`config.mk`:
```
export PLATFORM = sky130hd
export DESIGN_NAME = fetch
export DESIGN_NICKNAME = d
export VERILOG_FILES = /design/src/rtl/fetch.sv
export SDC_FILE = /design/constraint.sdc
export NUM_CORES = 1
export LEC_CHECK = 0
export CELL_PAD_IN_SITES_DETAIL_PLACEMENT = 1
export CELL_PAD_IN_SITES_GLOBAL_PLACEMENT = 1
export CORE_MARGIN = 3
export CORE_UTILIZATION = 29
export CTS_CLUSTER_DIAMETER = 200
export DETAILED_ROUTE_END_ITERATION = 8
export HOLD_SLACK_MARGIN = 0.15
export MAX_ROUTING_LAYER = met4
export PLACE_DENSITY = 0.95
export SLEW_MARGIN = 40
export SYNTH_ARGS = -nofsm -noshare
export SYNTH_HDL_FRONTEND = slang
export SYNTH_SLANG_ARGS = --single-unit
```
`constraint.sdc`:
```
create_clock -name clk -period 5.4 [get_ports clk]
set_clock_uncertainty 0.1 [all_clocks]
set_input_delay 1.35 -clock clk [delete_from_list [all_inputs] [get_ports clk]]
set_output_delay 1.35 -clock clk [all_outputs]
set_load 0.02 [all_outputs]
```
`src/rtl/fetch.sv`:
```
// Instruction-fetch stage: owns the PC, drives the instruction ROM and hands {pc, inst} to decode.
// Optional retired-fetch counter enabled by defining FETCH_PERF_CNT_EN.
module fetch #(
    parameter logic [31:0] START_ADDR = 32'h0000_0000,
    parameter int unsigned ROM_LAT    = 1
) (
    input  logic        clk,
    input  logic        resetn,
    input  logic        IF_valid,
    input  logic        next_fetch,
    input  logic [31:0] inst,
    input  logic [32:0] jbr_bus,
    input  logic [32:0] exc_bus,
    input  logic        cancel,
    output logic [31:0] inst_addr,
    output logic        IF_over,
    output logic [63:0] IF_ID_bus,
    output logic [31:0] IF_pc,
    output logic [31:0] IF_inst,
    output logic [31:0] fetch_count
);

    localparam logic [1:0] LatMax = 2'(ROM_LAT);

    logic [31:0] pc_q, pc_d;
    logic [1:0]  lat_cnt_q, lat_cnt_d;
    logic        redirect_pending_q, redirect_pending_d;
    logic [31:0] redirect_target_q, redirect_target_d;

    logic        jbr_taken;
    logic [31:0] jbr_target;
    logic        exc_valid;
    logic [31:0] exc_pc;
    logic        lat_done;
    logic        accept;
    logic        pc_load;
    logic [31:0] next_pc;

    always_comb begin
        jbr_taken  = jbr_bus[32];
        jbr_target = jbr_bus[31:0];
        exc_valid  = exc_bus[32];
        exc_pc     = exc_bus[31:0];

        lat_done = (lat_cnt_q == LatMax);
        IF_over  = IF_valid & lat_done & ~cancel;
        accept   = next_fetch & IF_over;
        // An exception redirects even when decode is stalled or the slot is empty.
        pc_load  = accept | exc_valid;

        if (exc_valid) begin
            next_pc = exc_pc;
        end else if (redirect_pending_q) begin
            next_pc = redirect_target_q;
        end else if (jbr_taken) begin
            next_pc = jbr_target;
        end else begin
            next_pc = pc_q + 32'd4;
        end

        pc_d = pc_load ? next_pc : pc_q;

        lat_cnt_d = lat_cnt_q;
        if (pc_load || cancel) begin
            lat_cnt_d = 2'd0;
        end else if (!lat_done) begin
            lat_cnt_d = lat_cnt_q + 2'd1;
        end

        // A branch seen while the PC cannot move is held until the next load.
        redirect_pending_d = redirect_pending_q;
        redirect_target_d  = redirect_target_q;
        if (pc_load) begin
            redirect_pending_d = 1'b0;
        end else if (jbr_taken) begin
            redirect_pending_d = 1'b1;
            redirect_target_d  = jbr_target;
        end
    end

    always_ff @(posedge clk) begin
        if (!resetn) begin
            pc_q               <= START_ADDR;
            lat_cnt_q          <= 2'd0;
            redirect_pending_q <= 1'b0;
            redirect_target_q  <= 32'd0;
        end else begin
            pc_q               <= pc_d;
            lat_cnt_q          <= lat_cnt_d;
            redirect_pending_q <= redirect_pending_d;
            redirect_target_q  <= redirect_target_d;
        end
    end

    assign inst_addr = pc_q;
    assign IF_ID_bus = {pc_q, inst};
    assign IF_pc     = pc_q;
    assign IF_inst   = inst;

`ifdef FETCH_PERF_CNT_EN
    logic [31:0] fetch_count_q, fetch_count_d;

    always_comb begin
        fetch_count_d = fetch_count_q + {31'd0, accept};
    end

    always_ff @(posedge clk) begin
        if (!resetn) begin
            fetch_count_q <= 32'd0;
        end else begin
            fetch_count_q <= fetch_count_d;
        end
    end

    assign fetch_count = fetch_count_q;
`else
    assign fetch_count = 32'd0;
`endif

endmodule

```
Word level (Yosys, flattened, before mapping)
Cells that the tools add are included.

storage, ports and cells
  output and inout port bits = 193
  RAM bits = 0
  memories kept = 0
  input port bits = 103
  memory bits (read-only) = 0
  word-level logic and storage cells = 21
  register bits = 67
  latch bits = 0

operators by class
  equality and inequality tests = 1
  multipliers = 0
  add/sub/neg operators = 2
  $lt $le $gt $ge = 0
  shifts and indexed selects = 0
  bitwise logic cells = 7
  mux-type cells = 3
  div/mod/pow operators = 0
  reductions and logical operators = 4

operators with widths
  cell                                                             number
  32-bit two-way mux                                               3
  32-bit by 3-bit adder with 32-bit output, second input constant  1
  2-bit OR reduction                                               2
  1-bit AND                                                        3
  1-bit inverter                                                   3
  2-bit by 1-bit adder with 2-bit output, second input constant    1
  2-bit by 1-bit == test with 1-bit output, second input constant  1
  2-bit AND reduction                                              1
  1-bit logical OR                                                 1
  1-bit bitwise OR                                                 1

Logic depth before layout (Yosys ltp)
Gate-level depths: netlist (run 1).

  depth after elaboration = 7
  depth in mapped cells = 10
  mapped depth without buffers = 7

Worst setup path after synthesis (run 1)
Ideal clock, no wire load.

  path type = input to output
  start = input IF_valid
  end = output IF_over
  buffers on the path = 0
  arrival time = 1.674 ns
  data required time = 3.950 ns
  path slack = 2.276 ns
  stages on the path = 2
  cell sequence = nand2_1 -> nor2_1

on the way
  cells in the longest elaborated chain, start to end = 2

ends and longest elaborated chain
  item                     line  RTL
  start: declaration       9     input logic IF_valid,
  1-bit AND (2 in series)  46    IF_over = IF_valid & lat_done & ~cancel;
  end: declaration         16    output logic IF_over,

No other way between the ends.

Worst setup path after layout (run 1)
Ends and elaborated chain as after synthesis.

==> run_results.csv, run 1 <==
group,metric,value,unit
yosys,synth_cells,665,
routing,wl_per_cell,19.2,um
routing,totalWireLength,17600,um
pwr,power,1.60,mW
yosys,synthArstFlopShare,0,%
yosys,synth_warnings,0,
clock_network,root_buffer,"clkbuf_16",
floorplanning,rows,48,
finish,multi_input_area,2510,um2
worst_setup_path,worstPathRequired,3950,ps
finish,drive_gt1_share,5.65,%
yosys,synth_compound_area_share,22.8,%
timing,slew_headroom,46.1,%
floorplanning,die-height,139,um
run,drv_cap,0,
timing,slew_violations,0,
global_routing,grt_max_degree,48,
global_routing,antenna_found_initial,1,
pwr,switching_share,31.2,%
placement,dpl.hpwl,13300,um
yosys,synth_xor_xnor_area_share,2.55,%
timing,setup_viol,0,
pwr,p_comb_share,26.4,%
hold_path,holdCritPathClass,"register to register",
timing,hold_violations,0,
timing,worstMarginPinSlew,802,ps
floorplanning,chipWidth,139,um
worst_setup_path,cp_max_fo,2,
yosys,netlist_top_cells_count,"buf_4 (161), nand2_1 (108), dfxtp_1 (67), a21oi_1 (26), nor2_1 (25)",
clock_network,post_cts_resized,0,
global_routing,overflow,0,
routing,antenna_left,0,
worst_setup_path,start_kind,"input pin",
global_routing,grtUsageTotal,18.1,%
finish,ff_latch_area,1340,um2
yosys,netlist_area,5140,um2
worst_setup_path,worstSetupPathType,"input pin to output pin",
pwr,p_leak,2.21,nW
yosys,synth_top_cell_by_area,"dfxtp_1",
pwr,powerDensity,257,nW/um2
timing,holdWs,354,ps
hold_path,hp-start,"redirect_target_q[20]$_SDFFE_PN0P_",
clock_network,clockBufferDepth,2,
timing,rsz0062_at_grt,"no",
timing,max_freq,249,MHz
pwr,internal_power,1.10,mW
clock_network,clk_pin_slew,50,ps
pwr,p_sw,0.499,mW
worst_setup_path,reg2reg_depth,7,
clock_network,clock-sinks,67,
yosys,yosysTopAreaCellShare,26.1,%
pwr,power_frac_seq,36.1,%
yosys,ys_seq_area_share,26.1,%
clock_network,cts_tree,"built",
timing,finalCritPeriodShare,74.5,%
yosys,synth_cell_types,59,
global_routing,grt_pass1_vias,4850,
placement,place_congestion,0.875,
yosys,yosys_most_used_dff,"dfxtp_1",
run_status,run_status,"finished clean",
hold_path,min_to,"redirect_target_q[20]$_SDFFE_PN0P_",
worst_setup_path,r2r_start,"lat_cnt_q[1]$_SDFFE_PP0P_",
timing,min_period,4020,ps
yosys,synth_top_family_by_area,"buffers and inverters",
placement,io_buffers,167,
routing,drt_iter0_markers,507,
global_routing,grt_pass1_wl,27400,um
hold_path,hold_depth,2,
pwr,ir_drop,0.000116,V
yosys,synth_most_common_cell,"buf_4",
yosys,muxShareOfSynthArea,0.584,%
floorplanning,ioPinCount,296,
floorplanning,die_area,19400,um2
yosys,synth.area.top_cells,"dfxtp_1 (26%), buf_4 (24%), nand2_1 (7.9%)",
floorplanning,core,17400,um2
clock_network,post_cts_buffers,0,
timing,fin_tns_setup,0,ps
clock_network,cts_hold_buf,0,
routing,avgViaCountPerCell,5.30,
pwr,pwr-share-clk,37.5,%
yosys,synthSimpleGateAreaFrac,20.0,%
worst_setup_path,r2r_setup_slack,2710,ps
clock_network,numCtsBuffers,9,
worst_setup_path,crit_arrival,2570,ps
worst_setup_path,reg2reg_to,"IF_pc[27]$_SDFFE_PN0P_",
yosys,synth-edff-count,0,
yosys,synthesis.area_per_instance,7.73,um2
routing,via_count,4859,
clock_network,h-tree-depth,3,
finish,fillers,2060,
routing,drt_pass1_iterations,5,
finish,fin_nets,791,
floorplanning,initial_core_util,29.6,%
clock_network,clk_latency,330,ps
finish,post-route-util,35.7,%
yosys,synth_fa_ha_area_share,0.487,%
yosys,ys_seq_elements,67,
worst_setup_path,critPathCaptureType,"output pin",
routing,drc_errors,0,
finish,syn_to_final_growth,20.7,%
-- per-stage QoR --
stage	cells	area (um2)	setup slack, ps
6_report	916	6200	1380
3_3_place_gp	900	5900	1380
2_1_floorplan	696	5260	2280
5_1_grt	916	6200	1280
3_5_place_dp	900	5910	1350
4_1_cts	915	6200	1370
-- layout by cell type (no fill, tap or decap), types with 5 or more instances in the layout --
master           netlist  layout
clkdlybuf4s50_1        0     167
nand2_1              108     108
dfxtp_1               67      67
conb_1                 1      32
a21oi_1               26      26
nor2_1                25      23
a21boi_0              22      22
nand3_1               18      18
o21ai_0               17      17
o22ai_1               15      15
nor3_1                14      14
nand2b_1              12      12
o211ai_1              11      11
xor2_1                10      10
a221oi_1              10      10
clkbuf_16              0       9
buf_4                161       9
inv_1                  7       7
a221o_1                7       7
a31oi_1                7       7
a22o_1                 7       7
nand4_1                6       6
o31ai_1                6       6
o31a_1                 6       6
o221ai_1               5       5
xnor2_1                5       5
-- how the worst max path moves through the flow --
stage | to | startpoint
2_1_floorplan | IF_over | IF_valid
3_3_place_gp | IF_over | IF_valid
3_5_place_dp | IF_pc[28]$_SDFFE_PN0P_ | jbr_bus[32]
4_1_cts | IF_over | IF_valid
5_1_grt | IF_over | IF_valid
6_report | IF_over | IF_valid
-- cell families after synthesis --
family / after synthesis
simple gates: 209
fa+ha+maj: 2
compound gates: 163
flops: 67
mux: 3
other cells: 1
buf+inv: 205
xor+xnor: 15
-- power by group through the flow --
| stage | clock [mW] | combinational [mW] | sequential (mW) |
|---|---|---|---|
| finish | 0.599 | 0.422 | 0.577 |
| global route | 0.628 | 0.449 | 0.584 |
| CTS | 0.605 | 0.421 | 0.577 |
| detailed placement | 0 | 0.418 | 0.587 |
| global placement | 0 | 0.409 | 0.585 |
| floorplan | 0 | 0.331 | 0.593 |
-- worst max-delay path, stage by stage --
cell and delay (ps):
clkdlybuf4s50_1 480, nand2_1 60, nor2_1 80, clkdlybuf4s50_1 600
-- final cells by class --
cell class	instances	share of cell area [%]
diodes	1	0.0403
clock buffers	13	4.19
clock inverters	2	0.565
inverters	8	0.484
multi-input cells	424	40.5
flip-flops and latches	67	21.6
well taps	225	4.54
repair buffers	176	28.0
-- registers in the layout, indices dropped and copies added, names as in the netlist --
signal              cells
redirect_target_q      32
IF_pc                  32
lat_cnt_q               2
redirect_pending_q      1
-- per-layer routing --
layer / share of wire (%) / vias to the layer above / global-route usage [%]
met4: 3.6 / 0 / 8.55
met1: 41 / 2320 / 22.1
met5: 0 / - / -
met3: 8.3 / 72 / 3.72
li1: - / 2205 / -
met2: 47 / 262 / 28.6
Power figures use the tool's default switching activity.
==> run 2: changes to the inputs <==
--- a/config.mk
+++ b/config.mk
@@ -8,12 +8,12 @@
 export CELL_PAD_IN_SITES_DETAIL_PLACEMENT = 1
 export CELL_PAD_IN_SITES_GLOBAL_PLACEMENT = 1
 export CORE_MARGIN = 3
-export CORE_UTILIZATION = 29
+export CORE_UTILIZATION = 27
 export CTS_CLUSTER_DIAMETER = 200
 export DETAILED_ROUTE_END_ITERATION = 8
 export HOLD_SLACK_MARGIN = 0.15
 export MAX_ROUTING_LAYER = met4
-export PLACE_DENSITY = 0.95
+export PLACE_DENSITY = 0.9
 export SLEW_MARGIN = 40
 export SYNTH_ARGS = -nofsm -noshare
 export SYNTH_HDL_FRONTEND = slang
==> constraint.sdc (replaced) <==
create_clock -name clk -period 4.2 [get_ports clk]
set_clock_uncertainty 0.1 [all_clocks]
set_input_delay 1.05 -clock clk [delete_from_list [all_inputs] [get_ports clk]]
set_output_delay 1.05 -clock clk [all_outputs]
set_load 0.02 [all_outputs]
==> run 2 against run 1 <==
  * Via count shrank 0.80%
  * Power increased by 25%
  * Cell count increased by 1.3%
  * Sequential share of layout area shrank 0.16 points
  * Clock power grew 19%
  * Combinational power rose by 30%
  * Flip-flop and latch count unchanged
  * Largest cell class unchanged
==> run_results.csv, run 2 (synthesis gave the netlist of run 1 again) <==
group,metric,value,unit
worst_setup_path,reg2reg_depth,6,
clock_network,post_cts_buffers,0,
global_routing,grt_pass1_wl,26800,um
routing,totalWireLength,17900,um
floorplanning,rows,49,
finish,syn_to_final_growth,21.6,%
timing,hold_violations,0,
hold_path,hp-start,"redirect_target_q[20]$_SDFFE_PN0P_",
worst_setup_path,r2r_setup_slack,1620,ps
finish,instances_no_fill,928,
floorplanning,die_area,20700,um2
run,drv_cap,0,
timing,slew_violations,0,
worst_setup_path,critical_path.cell_chain,"clkdlybuf4s50_1 > nand2_1 > nor2_1 > clkdlybuf4s50_1",
floorplanning,initial_core_util,28.1,%
finish,fin_nets,798,
finish,layout_common_cells,"clkdlybuf4s50_1 (167), nand2_1 (108), dfxtp_1 (67), conb_1 (32), a21oi_1 (26)",
clock_network,post_cts_resized,0,
worst_setup_path,r2r_start,"IF_pc[2]$_SDFFE_PN0P_",
worst_setup_path,critPathCaptureType,"output pin",
worst_setup_path,start_kind,"input pin",
timing,worstMarginPinSlew,694,ps
finish,post-route-util,34.1,%
hold_path,min_to,"redirect_target_q[20]$_SDFFE_PN0P_",
clock_network,root_buffer,"clkbuf_16",
routing,drc_errors,0,
worst_setup_path,cp_common_cell,"clkdlybuf4s50_1",
routing,drt_iter0_markers,437,
timing,setup_viol,0,
pwr,switching_share,32.1,%
worst_setup_path,critPathBufInv,2,
worst_setup_path,worstPathRequired,3050,ps
timing,holdWs,356,ps
global_routing,grt_pass1_vias,4812,
floorplanning,ioPinCount,296,
routing,antenna_left,0,
pwr,ir_drop,0.000140,V
pwr,internal_power,1.36,mW
placement,io_buffers,167,
finish,drive_gt1_share,6.45,%
placement,place_congestion,0.857,
worst_setup_path,cp_slowest_stage_delay,610,ps
run_status,run_status,"finished clean",
clock_network,clock-sinks,67,
routing,via_count,4820,
floorplanning,core,18300,um2
clock_network,cts_tree,"built",
pwr,powerDensity,320,nW/um2
finish,multi_input_area,2510,um2
worst_setup_path,worstSetupPathType,"input pin to output pin",
global_routing,grtUsageTotal,17.0,%
floorplanning,chipWidth,144,um
placement,dp.cells,911,
timing,slew_headroom,53.6,%
global_routing,overflow,0,
finish,final_common_cell,"clkdlybuf4s50_1",
finish,fillers,2201,
worst_setup_path,cp_max_fo,2,
timing,rsz0062_at_grt,"no",
worst_setup_path,crit_slowest_cell,"clkdlybuf4s50_1",
clock_network,clk_latency,340,ps
worst_setup_path,crit_arrival,2270,ps
placement,dpl.hpwl,13900,um
timing,min_period,3420,ps
hold_path,hold_depth,2,
pwr,p_comb_share,27.3,%
global_routing,antenna_found_initial,1,
clock_network,h-tree-depth,3,
floorplanning,die-height,144,um
clock_network,clockBufferDepth,2,
routing,avgViaCountPerCell,5.19,
clock_network,cts_hold_buf,0,
worst_setup_path,reg2reg_to,"IF_pc[20]$_SDFFE_PN0P_",
worst_setup_path,crit_family,"buffers and inverters",
routing,wl_per_cell,19.3,um
global_routing,grt_max_degree,33,
timing,max_freq,292,MHz
timing,fin_tns_setup,0,ps
pwr,p_sw,0.642,mW
clock_network,clk_pin_slew,60,ps
timing,finalCritPeriodShare,81.5,%
routing,drt_pass1_iterations,4,
pwr,p_leak,2.24,nW
pwr,power_frac_seq,37.2,%
clock_network,numCtsBuffers,9,
hold_path,holdCritPathClass,"register to register",
finish,ff_latch_area,1340,um2
worst_setup_path,cp-startpoint,"IF_valid",
pwr,pwr-share-clk,35.5,%
[run 2: how the worst max path moves through the flow]
stage	end	slack (ps)	depth (start not counted)
after floorplan	IF_over	1680	2
after global placement	IF_over	760	4
after detailed placement	IF_over	780	4
after CTS	IF_over	760	4
after global routing	IF_over	710	4
final	IF_over	780	4
[run 2: power groups by stage]
stage	Combinational, mW	Clock, mW	Sequential [mW]
5_1_grt	0.583	0.747	0.752
2_1_floorplan	0.425	0	0.762
6_report	0.547	0.710	0.744
4_1_cts	0.546	0.715	0.744
3_3_place_gp	0.532	0	0.754
3_5_place_dp	0.543	0	0.757
[run 2: cell type report]
class	instances	share of cell area (%)
well taps	229	4.58
diodes	1	0.0400
multi-input cells	424	40.2
inverters	8	0.480
clock inverters	2	0.160
repair buffers	183	28.9
clock buffers	14	4.22
flip-flops and latches	67	21.5
[run 2: worst register-to-register path, stage by stage, from the launching register on]
cell and delay, ps:
dfxtp_1 510, ha_1 330, nand4_2 190, or4_4 630
o31a_1 290, nor3_1 320, o31ai_1 100
[run 2: metal layers]
metal	vias to the layer above	GRT usage (%)	part of all wire, %
met5	-	-	0
met1	2324	20.0	41
li1	2225	-	-
met4	0	7.83	3.5
met2	215	27.5	48
met3	56	4.07	8.4
[run 2: stage by stage]
step / power (mW) / cell area, um2 / setup WS [ps]
floorplan: 1.19 / 5260 / 1680
global placement: 1.29 / 5970 / 762
detailed placement: 1.30 / 5970 / 775
CTS: 2.00 / 6250 / 762
global route: 2.08 / 6250 / 710
finish: 2.00 / 6250 / 778
==> run 3: changes to the inputs <==
==> constraint.sdc (replaced) <==
create_clock -name clk -period 3.5 [get_ports clk]
set_clock_uncertainty 0.1 [all_clocks]
set_input_delay 0.875 -clock clk [delete_from_list [all_inputs] [get_ports clk]]
set_output_delay 0.875 -clock clk [all_outputs]
set_load 0.02 [all_outputs]
==> run 3 against run 2 <==
  * Hold slack better by 3.1 ps
  * Die area unchanged
  * Non-clock buffer count increased by 8
  * Power is 19% higher
  * First-iteration DRC count down 12%
  * Via count grew 0.27%
  * Critical path depth unchanged
  * Combinational power increased by 21%
  * Worst setup slack worse by 350 ps
  * Cell area grew 0.60%
  * Flip-flop and latch count is the same
  * Critical endpoint unchanged
  * Clock-buffer cell count fell by 4
==> run_results.csv, run 3 (synthesis gave the netlist of run 1 again) <==
group,metric,value,unit
routing,via_count,4833,
worst_setup_path,critPathCaptureType,"output pin",
timing,fin_tns_setup,0,ps
clock_network,post_cts_resized,0,
timing,worstMarginPinSlew,714,ps
finish,fillers,2181,
clock_network,root_buffer,"clkbuf_16",
clock_network,post_cts_buffers,0,
timing,finalCritPeriodShare,87.8,%
clock_network,cts_tree,"built",
pwr,p_leak,2.27,nW
clock_network,clockBufferDepth,2,
clock_network,numCtsBuffers,9,
worst_setup_path,start_kind,"input pin",
clock_network,clk_pin_slew,60,ps
global_routing,grtUsageTotal,16.8,%
timing,hold_violations,0,
run_status,run_status,"finished clean",
placement,place_congestion,0.857,
routing,antenna_left,0,
finish,layout_common_cells,"clkdlybuf4s50_1 (167), nand2_1 (108), dfxtp_1 (67), conb_1 (32), a21oi_1 (26)",
floorplanning,core,18300,um2
finish,post-route-util,34.3,%
floorplanning,die-height,144,um
timing,max_freq,326,MHz
routing,wl_per_cell,19.1,um
finish,fin_nets,806,
worst_setup_path,worstPathRequired,2520,ps
worst_setup_path,worstSetupPathType,"input pin to output pin",
routing,totalWireLength,17900,um
clock_network,clk_latency,340,ps
worst_setup_path,r2r_setup_slack,950,ps
timing,slew_headroom,52.4,%
clock_network,clock-sinks,67,
floorplanning,rows,49,
pwr,internal_power,1.59,mW
floorplanning,die_area,20700,um2
worst_setup_path,crit_arrival,2100,ps
floorplanning,initial_core_util,28.1,%
timing,rsz0062_at_grt,"no",
pwr,ir_drop,0.000154,V
timing,slew_violations,0,
routing,drt_iter0_markers,386,
clock_network,h-tree-depth,3,
global_routing,overflow,0,
timing,setup_viol,0,
placement,dpl.hpwl,13600,um
worst_setup_path,cp_max_fo,2,
global_routing,grt_pass1_vias,4648,
pwr,powerDensity,378,nW/um2
finish,final_common_cell,"clkdlybuf4s50_1",
pwr,p_comb_share,27.8,%
run,drv_cap,0,
pwr,power_frac_seq,37.6,%
global_routing,antenna_found_initial,2,
pwr,switching_share,33.2,%
finish,drive_gt1_share,7.39,%
routing,avgViaCountPerCell,5.16,
global_routing,grt_max_degree,33,
placement,io_buffers,167,
global_routing,grt_pass1_wl,26200,um
pwr,p_sw,0.789,mW
floorplanning,chipWidth,144,um
routing,drt_pass1_iterations,5,
routing,drc_errors,0,
finish,syn_to_final_growth,22.3,%
floorplanning,ioPinCount,296,
clock_network,cts_hold_buf,0,
timing,min_period,3070,ps
pwr,pwr-share-clk,34.6,%
hold_path,holdCritPathClass,"register to register",
-- run 3: changes by cell type in the layout (fill, tap and decap cells not counted), moves of 2 or more --
cell and change:
clkbuf_1 -2, diode_2 +2, clkinv_2 +2, buf_4 +8
clkbuf_8 -2
-- run 3: metrics by stage --
| stage | power, mW | hold WS, ps | worst slack [ps] | instance area [um2] | cells |
|---|---|---|---|---|---|
| after floorplan | 1.42 | 334 | 1180 | 5260 | 696 |
| after global placement | 1.55 | 342 | 414 | 6030 | 919 |
| after detailed placement | 1.57 | 347 | 430 | 6030 | 919 |
| after CTS | 2.38 | 354 | 417 | 6280 | 933 |
| after global routing | 2.46 | 384 | 366 | 6290 | 935 |
| final | 2.37 | 359 | 428 | 6290 | 936 |
-- run 3: routing by layer --
layer | GRT usage [%] | vias up | share of wire (%)
met4 | 6.94 | 0 | 3.0
met3 | 4.20 | 46 | 7.8
li1 | - | 2244 | -
met2 | 26.2 | 206 | 48
met1 | 20.8 | 2337 | 42
met5 | - | - | 0
-- run 3: power by group through the flow --
stage | registers (mW) | logic [mW] | clock network, mW
2_1_floorplan | 0.914 | 0.510 | 0
3_3_place_gp | 0.905 | 0.644 | 0
3_5_place_dp | 0.909 | 0.657 | 0
4_1_cts | 0.893 | 0.660 | 0.822
5_1_grt | 0.903 | 0.705 | 0.850
6_report | 0.893 | 0.661 | 0.821
-- run 3: cell type report --
| class | count | area [um2] | share of cell area (%) |
|---|---|---|---|
| Clock inverter | 4 | 20.0 | 0.318 |
| Sequential cell | 67 | 1340 | 21.3 |
| Tap cell | 229 | 287 | 4.56 |
| Timing Repair Buffer | 191 | 1860 | 29.6 |
| Clock buffer | 10 | 229 | 3.64 |
| Multi-Input combinational cell | 424 | 2510 | 39.9 |
| Antenna cell | 3 | 7.51 | 0.119 |
| Inverter | 8 | 30.0 | 0.478 |
-- run 3: critical path: stages --
cell	delay (ps)
clkdlybuf4s50_1	470
nand2_1	50
nor2_1	90
clkdlybuf4s50_1	610
-- run 3: final timing paths --
check | startpoint | to | depth (start not counted)
min | redirect_target_q[24]$_SDFFE_PN0P_ | redirect_target_q[24]$_SDFFE_PN0P_ | 2
max reg2reg | redirect_pending_q$_SDFFE_PP0P_ | IF_pc[18]$_SDFFE_PN0P_ | 6
max | IF_valid | IF_over | 4
min reg2reg | redirect_target_q[24]$_SDFFE_PN0P_ | redirect_target_q[24]$_SDFFE_PN0P_ | 2
